===== config.mk =====
export PLATFORM = sky130hd
export DESIGN_NAME = sdp_rd_addr_gen_flat
export DESIGN_NICKNAME = d
export VERILOG_FILES = /design/src/rtl/sdp_rd_addr_gen_pkg.sv /design/src/rtl/sdp_rd_addr_gen_if.sv /design/src/rtl/sdp_rd_addr_gen.sv /design/src/flat_wrapper.sv
export SDC_FILE = /design/constraint.sdc
export NUM_CORES = 1
export LEC_CHECK = 0
export CORE_UTILIZATION = 65
export CTS_CLUSTER_DIAMETER = 150
export DETAILED_ROUTE_END_ITERATION = 16
export DONT_BUFFER_PORTS = 1
export PLACE_DENSITY = 0.81
export REMOVE_ABC_BUFFERS = 1
export SKIP_LAST_GASP = 1
export SYNTH_ARGS = -nofsm -noshare
export SYNTH_HDL_FRONTEND = slang
export SYNTH_SLANG_ARGS = --single-unit

===== constraint.sdc =====
create_clock -name clk -period 3.2 [get_ports clk]
set_input_delay 0.16 -clock clk [delete_from_list [all_inputs] [get_ports clk]]
set_output_delay 0.16 -clock clk [all_outputs]
set_load 0.01 [all_outputs]

===== src/rtl/sdp_rd_addr_gen_pkg.sv =====
// Shared definitions for the SDP read address generator.
//   - Command field layout: data = {count[W_LEN-1:0], base[W_ADDR-1:0]}
//   - Generator state encoding (IDLE = output empty, BURST = output valid)
package sdp_rd_addr_gen_pkg;

    // The base address sits in the low bits of the command word and the
    // burst count sits directly above it.
    localparam int CMD_BASE_LSB = 0;

    function automatic int cmd_len_lsb(input int w_addr);
        return CMD_BASE_LSB + w_addr;
    endfunction

    typedef enum logic {
        S_IDLE  = 1'b0,
        S_BURST = 1'b1
    } state_t;

endpackage


===== src/rtl/sdp_rd_addr_gen_if.sv =====
// dti valid/ready stream with an end-of-transfer marker.
//   valid : producer -> consumer, data/eot qualified by valid
//   ready : consumer -> producer, transfer when valid & ready
//   data  : W-bit payload
//   eot   : last beat of a transfer
// producer/consumer and master/slave are equivalent views.
interface dti #(
    parameter int W = 16
) ();
    logic         valid;
    logic         ready;
    logic         eot;
    logic [W-1:0] data;

    modport producer (output valid, data, eot, input ready);
    modport consumer (input valid, data, eot, output ready);
    modport master   (output valid, data, eot, input ready);
    modport slave    (input valid, data, eot, output ready);
endinterface


===== src/rtl/sdp_rd_addr_gen.sv =====
// Burst address generator feeding the SDP memory read port.
// Each accepted command {count, base} expands into `count` addresses
// base, base+STRIDE, ... (mod 2^W_ADDR) with eot on the last one.
// Ports:
//   clk     : clock, rising edge
//   rst     : asynchronous reset, active low
//   cmd_if  : command consumer, data = {count, base}, eot unused
//   addr_if : address producer, eot on the final beat of each burst
// All addr_if outputs are flops; cmd_if.ready depends only on state and
// addr_if.ready, so the command source never sees a path through here
// from its own valid.
module sdp_rd_addr_gen
    import sdp_rd_addr_gen_pkg::*;
#(
    parameter int W_ADDR = 16,
    parameter int W_LEN  = 8,
    parameter int STRIDE = 1
) (
    input logic   clk,
    input logic   rst,
    dti.consumer  cmd_if,
    dti.producer  addr_if
);

    localparam int LEN_LSB = cmd_len_lsb(W_ADDR);

    state_t              state_q;
    logic [W_ADDR-1:0]   addr_q;
    logic [W_LEN-1:0]    rem_q;   // beats left after the one on the output
    logic                eot_q;

    logic [W_ADDR-1:0]   cmd_base;
    logic [W_LEN-1:0]    cmd_len;
    logic                valid_q;
    logic                out_hs;
    logic                cmd_rdy;
    logic                cmd_acc;

    assign cmd_base = cmd_if.data[CMD_BASE_LSB +: W_ADDR];
    assign cmd_len  = cmd_if.data[LEN_LSB +: W_LEN];

    assign valid_q  = (state_q == S_BURST);
    assign out_hs   = valid_q & addr_if.ready;
    // Take a new command when empty, or when the last beat leaves this
    // cycle so consecutive bursts run without a bubble.
    assign cmd_rdy  = !valid_q | (addr_if.ready & eot_q);
    assign cmd_acc  = cmd_if.valid & cmd_rdy;

    assign cmd_if.ready  = cmd_rdy;
    assign addr_if.valid = valid_q;
    assign addr_if.data  = addr_q;
    assign addr_if.eot   = eot_q;

    always_ff @(posedge clk or negedge rst) begin
        if (!rst) begin
            state_q <= S_IDLE;
            addr_q  <= '0;
            rem_q   <= '0;
            eot_q   <= 1'b0;
        end else if (cmd_acc && (cmd_len != '0)) begin
            state_q <= S_BURST;
            addr_q  <= cmd_base;
            rem_q   <= cmd_len - W_LEN'(1);
            eot_q   <= (cmd_len == W_LEN'(1));
        end else if (out_hs) begin
            // A zero-count command accepted alongside the last beat lands
            // here too: it emits nothing and the output simply empties.
            if (eot_q) begin
                state_q <= S_IDLE;
                eot_q   <= 1'b0;
            end else begin
                addr_q  <= addr_q + W_ADDR'(STRIDE);
                rem_q   <= rem_q - W_LEN'(1);
                eot_q   <= (rem_q == W_LEN'(1));
            end
        end
    end

endmodule


===== src/flat_wrapper.sv =====
// flat-port wrapper written by rule: the top's interface ports become plain ports
module sdp_rd_addr_gen_flat import sdp_rd_addr_gen_pkg::*;
#(
    parameter int W_ADDR = 16,
    parameter int W_LEN  = 8,
    parameter int STRIDE = 1
)
  (clk, rst, cmd_if_valid, cmd_if_data, cmd_if_eot, cmd_if_ready, addr_if_valid, addr_if_data, addr_if_eot, addr_if_ready);
  dti #(.W(24)) cmd_if_i ();
  dti #(.W(16)) addr_if_i ();
  input logic clk;
  input logic rst;
  input wire logic [$bits(cmd_if_i.valid)-1:0] cmd_if_valid;
  input wire logic [$bits(cmd_if_i.data)-1:0] cmd_if_data;
  input wire logic [$bits(cmd_if_i.eot)-1:0] cmd_if_eot;
  output wire logic [$bits(cmd_if_i.ready)-1:0] cmd_if_ready;
  output wire logic [$bits(addr_if_i.valid)-1:0] addr_if_valid;
  output wire logic [$bits(addr_if_i.data)-1:0] addr_if_data;
  output wire logic [$bits(addr_if_i.eot)-1:0] addr_if_eot;
  input wire logic [$bits(addr_if_i.ready)-1:0] addr_if_ready;
  assign cmd_if_i.valid = cmd_if_valid;
  assign cmd_if_i.data = cmd_if_data;
  assign cmd_if_i.eot = cmd_if_eot;
  assign cmd_if_ready = cmd_if_i.ready;
  assign addr_if_valid = addr_if_i.valid;
  assign addr_if_data = addr_if_i.data;
  assign addr_if_eot = addr_if_i.eot;
  assign addr_if_i.ready = addr_if_ready;
  sdp_rd_addr_gen #(.W_ADDR(W_ADDR), .W_LEN(W_LEN), .STRIDE(STRIDE)) u_core (.clk(clk), .rst(rst), .cmd_if(cmd_if_i), .addr_if(addr_if_i));
endmodule

==> results.py <==
metrics = {
    "synth": {
        "ys_seq_elements": 26,
        "synth-seq-area-share_pct": 40.2,
        "synth_compound_area_share_pct": 13.0,
        "synthAdderAreaFrac_pct": 3.86,
        "synth.mux.area_fraction_pct": 1.24,
        "synth_largest_type_area_fraction_pct": 40.2,
        "synth_top_family_by_area": "simple AND/OR/NAND/NOR gates",
        "share_of_synthesized_cell_area_in_and_or_nand_and_nor_gates_pct": 26.4,
        "post-synth-top-area-cell": "sky130_fd_sc_hd__dfrtp_1",
        "synth.distinct_cells": 39,
        "avgSynthCellArea_um2": 9.04,
        "edff_count_synth": 0,
        "synth_top_area_cells": "sky130_fd_sc_hd__dfrtp_1, sky130_fd_sc_hd__xnor2_1, sky130_fd_sc_hd__o21ai_0, sky130_fd_sc_hd__nand2_1, sky130_fd_sc_hd__ha_1",
        "synth_cells": 179,
        "yosysWarnings": 0,
        "synth_ff_type": "sky130_fd_sc_hd__dfrtp_1",
        "syn-cell-area_mm2": 0.00162,
        "synth-async-reset-ratio_pct": 100,
        "synthXorXnorAreaFrac_pct": 11.4,
    },
    "hold_path": {
        "worst_hold_path_type": "in2reg",
        "worstHoldStart": "cmd_if_data[21]",
    },
    "layout": {
        "antenna_cells": 0,
        "nFillCells": 133,
        "fin_nets": 232,
        "area_growth_pct": 15.1,
        "area.sequential_um2": 651,
        "multi_input_gate_area_um2": 905,
        "mostFrequentLayoutCell": "sky130_fd_sc_hd__dfrtp_1",
        "design_area_mm2": 0.00186,
        "mostFrequentLayoutCells": "sky130_fd_sc_hd__dfrtp_1, sky130_fd_sc_hd__dlygate4sd3_1, sky130_fd_sc_hd__nand2_1",
        "post_route_cells_drive_above_1_share_pct": 6.12,
        "stdcell_count": 224,
    },
    "grt": {
        "grt_max_degree": 27,
        "grt_pass1_wl_mm": 5.49,
        "grt_antenna_before_repair": 0,
        "grt_pass1_vias": 1385,
        "grt-ovfl-total": 0,
        "gr-usage-all-layers_pct": 27.7,
    },
    "setup_path": {
        "crit_buf_inv": 0,
        "critical-path-max-stage-delay_ps": 590,
        "path_delay_family": "simple AND/OR/NAND/NOR gates",
        "worstPathCellList": "nand3b_1 -> or3_1 -> or4_1 -> a31oi_1",
        "timing_worst_setup_path_type": "reg2reg",
        "cp_max_fanout": 12,
        "cp-end-kind": "register",
        "rr_startpoint": "u_core.addr_if.eot$_DFFE_PN0P_",
        "crit_slowest_cell": "sky130_fd_sc_hd__or3_1",
        "critPathLaunch": "u_core.addr_if.eot$_DFFE_PN0P_",
        "cp_data_required_time_ps": 3460,
        "setup.worst_path.start_class": "register",
        "critical_path_arrival_ps": 2550,
    },
    "placement": {
        "gp_congestion": 0.778,
        "place.port_buffers": 0,
        "post-dp-hpwl_mm": 2.45,
        "placed_cells": 201,
        "dpl_cell_area_mm2": 0.00163,
    },
    "die": {
        "std_cell_rows": 17,
        "io_pins": 48,
        "floorplan.initialDensity_pct": 71.1,
        "core_region_area_mm2": 0.00228,
        "die_area_mm2": 0.00269,
        "die_w_um": 51.9,
        "chipHeight_um": 51.9,
    },
    "drt": {
        "total_routed_length_mm": 3.52,
        "via_count": 1426,
        "initialDrtViolationCount": 27,
        "max_layer_used": "met4",
        "vias_per_cell": 6.37,
        "number_of_detailed_route_iterations_in_the_first_pass": 4,
        "post_route_drc_violation_count": 0,
        "detailroute.wirelength.met2_mm": 1.75,
        "drt-met1-wl_mm": 1.49,
        "met3_length_um": 225,
        "per_cell_routed_wire_length_um": 15.7,
        "antenna_left": 0,
    },
    "timing": {
        "maxClockFrequency_mhz": 435,
        "timing.final.max_slew_violations": 0,
        "fin_skew_ps": 5.96,
        "worst_slew_margin_rel_pct": 55.8,
        "period_minus_slack_ps": 2300,
        "worst-slew-pin-transition_ps": 663,
        "finalHoldViolations": 0,
        "layout_worst_path_cycle_share_pct": 71.8,
        "setup_total_negative_slack_ps": 0,
        "rsz_0062_raised_after_global_routing": "no",
        "final-setup-viol-count": 0,
    },
    "pwr": {
        "power.density_cell_area_mw_per_mm2": 692,
        "leakage_nw": 0.735,
        "ir_drop_uv": 534,
    },
    "clock_network": {
        "post-cts-setup-buffers": 0,
        "clk_pin_slew_ps": 140,
        "tritoncts_num_sinks": 26,
        "tritoncts": "done",
        "clk-insertion-delay-late_ps": 330,
        "cts-root-to-sink-buffers": 2,
        "cts-buffers-inserted": 3,
        "clock_root_buffer_master": "sky130_fd_sc_hd__clkbuf_4",
        "h_tree_lvls": 1,
    },
    "outcome": {
        "run_status": "finished, final reports clean",
    },
    "run": {
        "timing.max_cap.violations": 0,
    },
}
synthesized netlist by cell type (2+ instances only):
cell type and n:
sky130_fd_sc_hd__a21oi_1 4, sky130_fd_sc_hd__a31oi_1 4, sky130_fd_sc_hd__buf_2 3, sky130_fd_sc_hd__clkbuf_1 4, sky130_fd_sc_hd__dfrtp_1 26, sky130_fd_sc_hd__ha_1 5, sky130_fd_sc_hd__inv_1 9, sky130_fd_sc_hd__mux2i_1 2
sky130_fd_sc_hd__nand2_1 18, sky130_fd_sc_hd__nand3_1 8, sky130_fd_sc_hd__nand3b_1 2, sky130_fd_sc_hd__nand4_1 4, sky130_fd_sc_hd__nor2_1 9, sky130_fd_sc_hd__nor3_1 5, sky130_fd_sc_hd__nor4_1 7, sky130_fd_sc_hd__o211ai_1 3
sky130_fd_sc_hd__o21ai_0 15, sky130_fd_sc_hd__o31ai_1 2, sky130_fd_sc_hd__or2_2 2, sky130_fd_sc_hd__or3_1 4, sky130_fd_sc_hd__or4_1 6, sky130_fd_sc_hd__xnor2_1 14, sky130_fd_sc_hd__xor2_1 7
power by group:
part           internal, W  switching [W]
combinational     0.000211       0.000215
clock            0.0000443      0.0000989
sequential        0.000480       0.000241
total             0.000735       0.000555
sequential cells by signal, indices dropped and copies added (netlist names):
name                  count
u_core.addr_if.data      16
u_core.addr_if.eot        1
u_core.addr_if.valid      1
u_core.rem_q              8
worst paths after layout:
kind / end / slack, ps / cells past startpoint
hold / removal: u_core.rem_q[5]$_DFFE_PN0P_ / 20 / 2
setup / recovery: u_core.addr_if.data[13]$_DFFE_PN0P_ / 900 / 4
hold reg to reg: u_core.rem_q[1]$_DFFE_PN0P_ / 600 / 2
setup reg to reg: u_core.addr_if.data[13]$_DFFE_PN0P_ / 900 / 4
max in group asynchronous: u_core.rem_q[0]$_DFFE_PN0P_ / 2800 / 2
min in group asynchronous: u_core.addr_if.data[6]$_DFFE_PN0P_ / 250 / 2
routing by layer:
metal | GRT usage [%] | up-vias
met4 | 8.11 | 0
met2 | 50.9 | 60
met1 | 29.5 | 671
met3 | 9.06 | 9
li1 | - | 686
met5 | 0 | -
cells by family after synthesis:
kind of cell | Yosys count
mux | 2
compound gates | 34
simple gates | 75
flops | 26
buf+inv | 16
fa+ha+maj | 5
xor+xnor | 21
cell type report:
type                    count  share of cell area (%)
clock buffers               3                    1.21
inverters                   9                    1.81
multi-input cells         137                    48.5
flip-flops and latches     26                    34.9
well taps                  28                    1.88
repair buffers             21                    11.7
what timing repair did:
action / 4_1_cts / 5_1_grt
hold endpoints to repair: 43 / 1
hold buffers: 19 / 1
resized for setup: 0 / 0
setup endpoints to repair: 0 / 0
stage by stage:
step	power (W)	utilization, %	hold slack (ps)	setup WS, ps
finish	0.00129	81.9	21.2	903
global route	0.00139	81.9	16.5	803
CTS	0.00128	81.5	13.5	943
detailed placement	0.00112	71.7	-135	975
global placement	0.00108	71.7	-135	1020
floorplan	0.00101	-	-136	952
No activity file was read; power rests on OpenSTA's default activity.
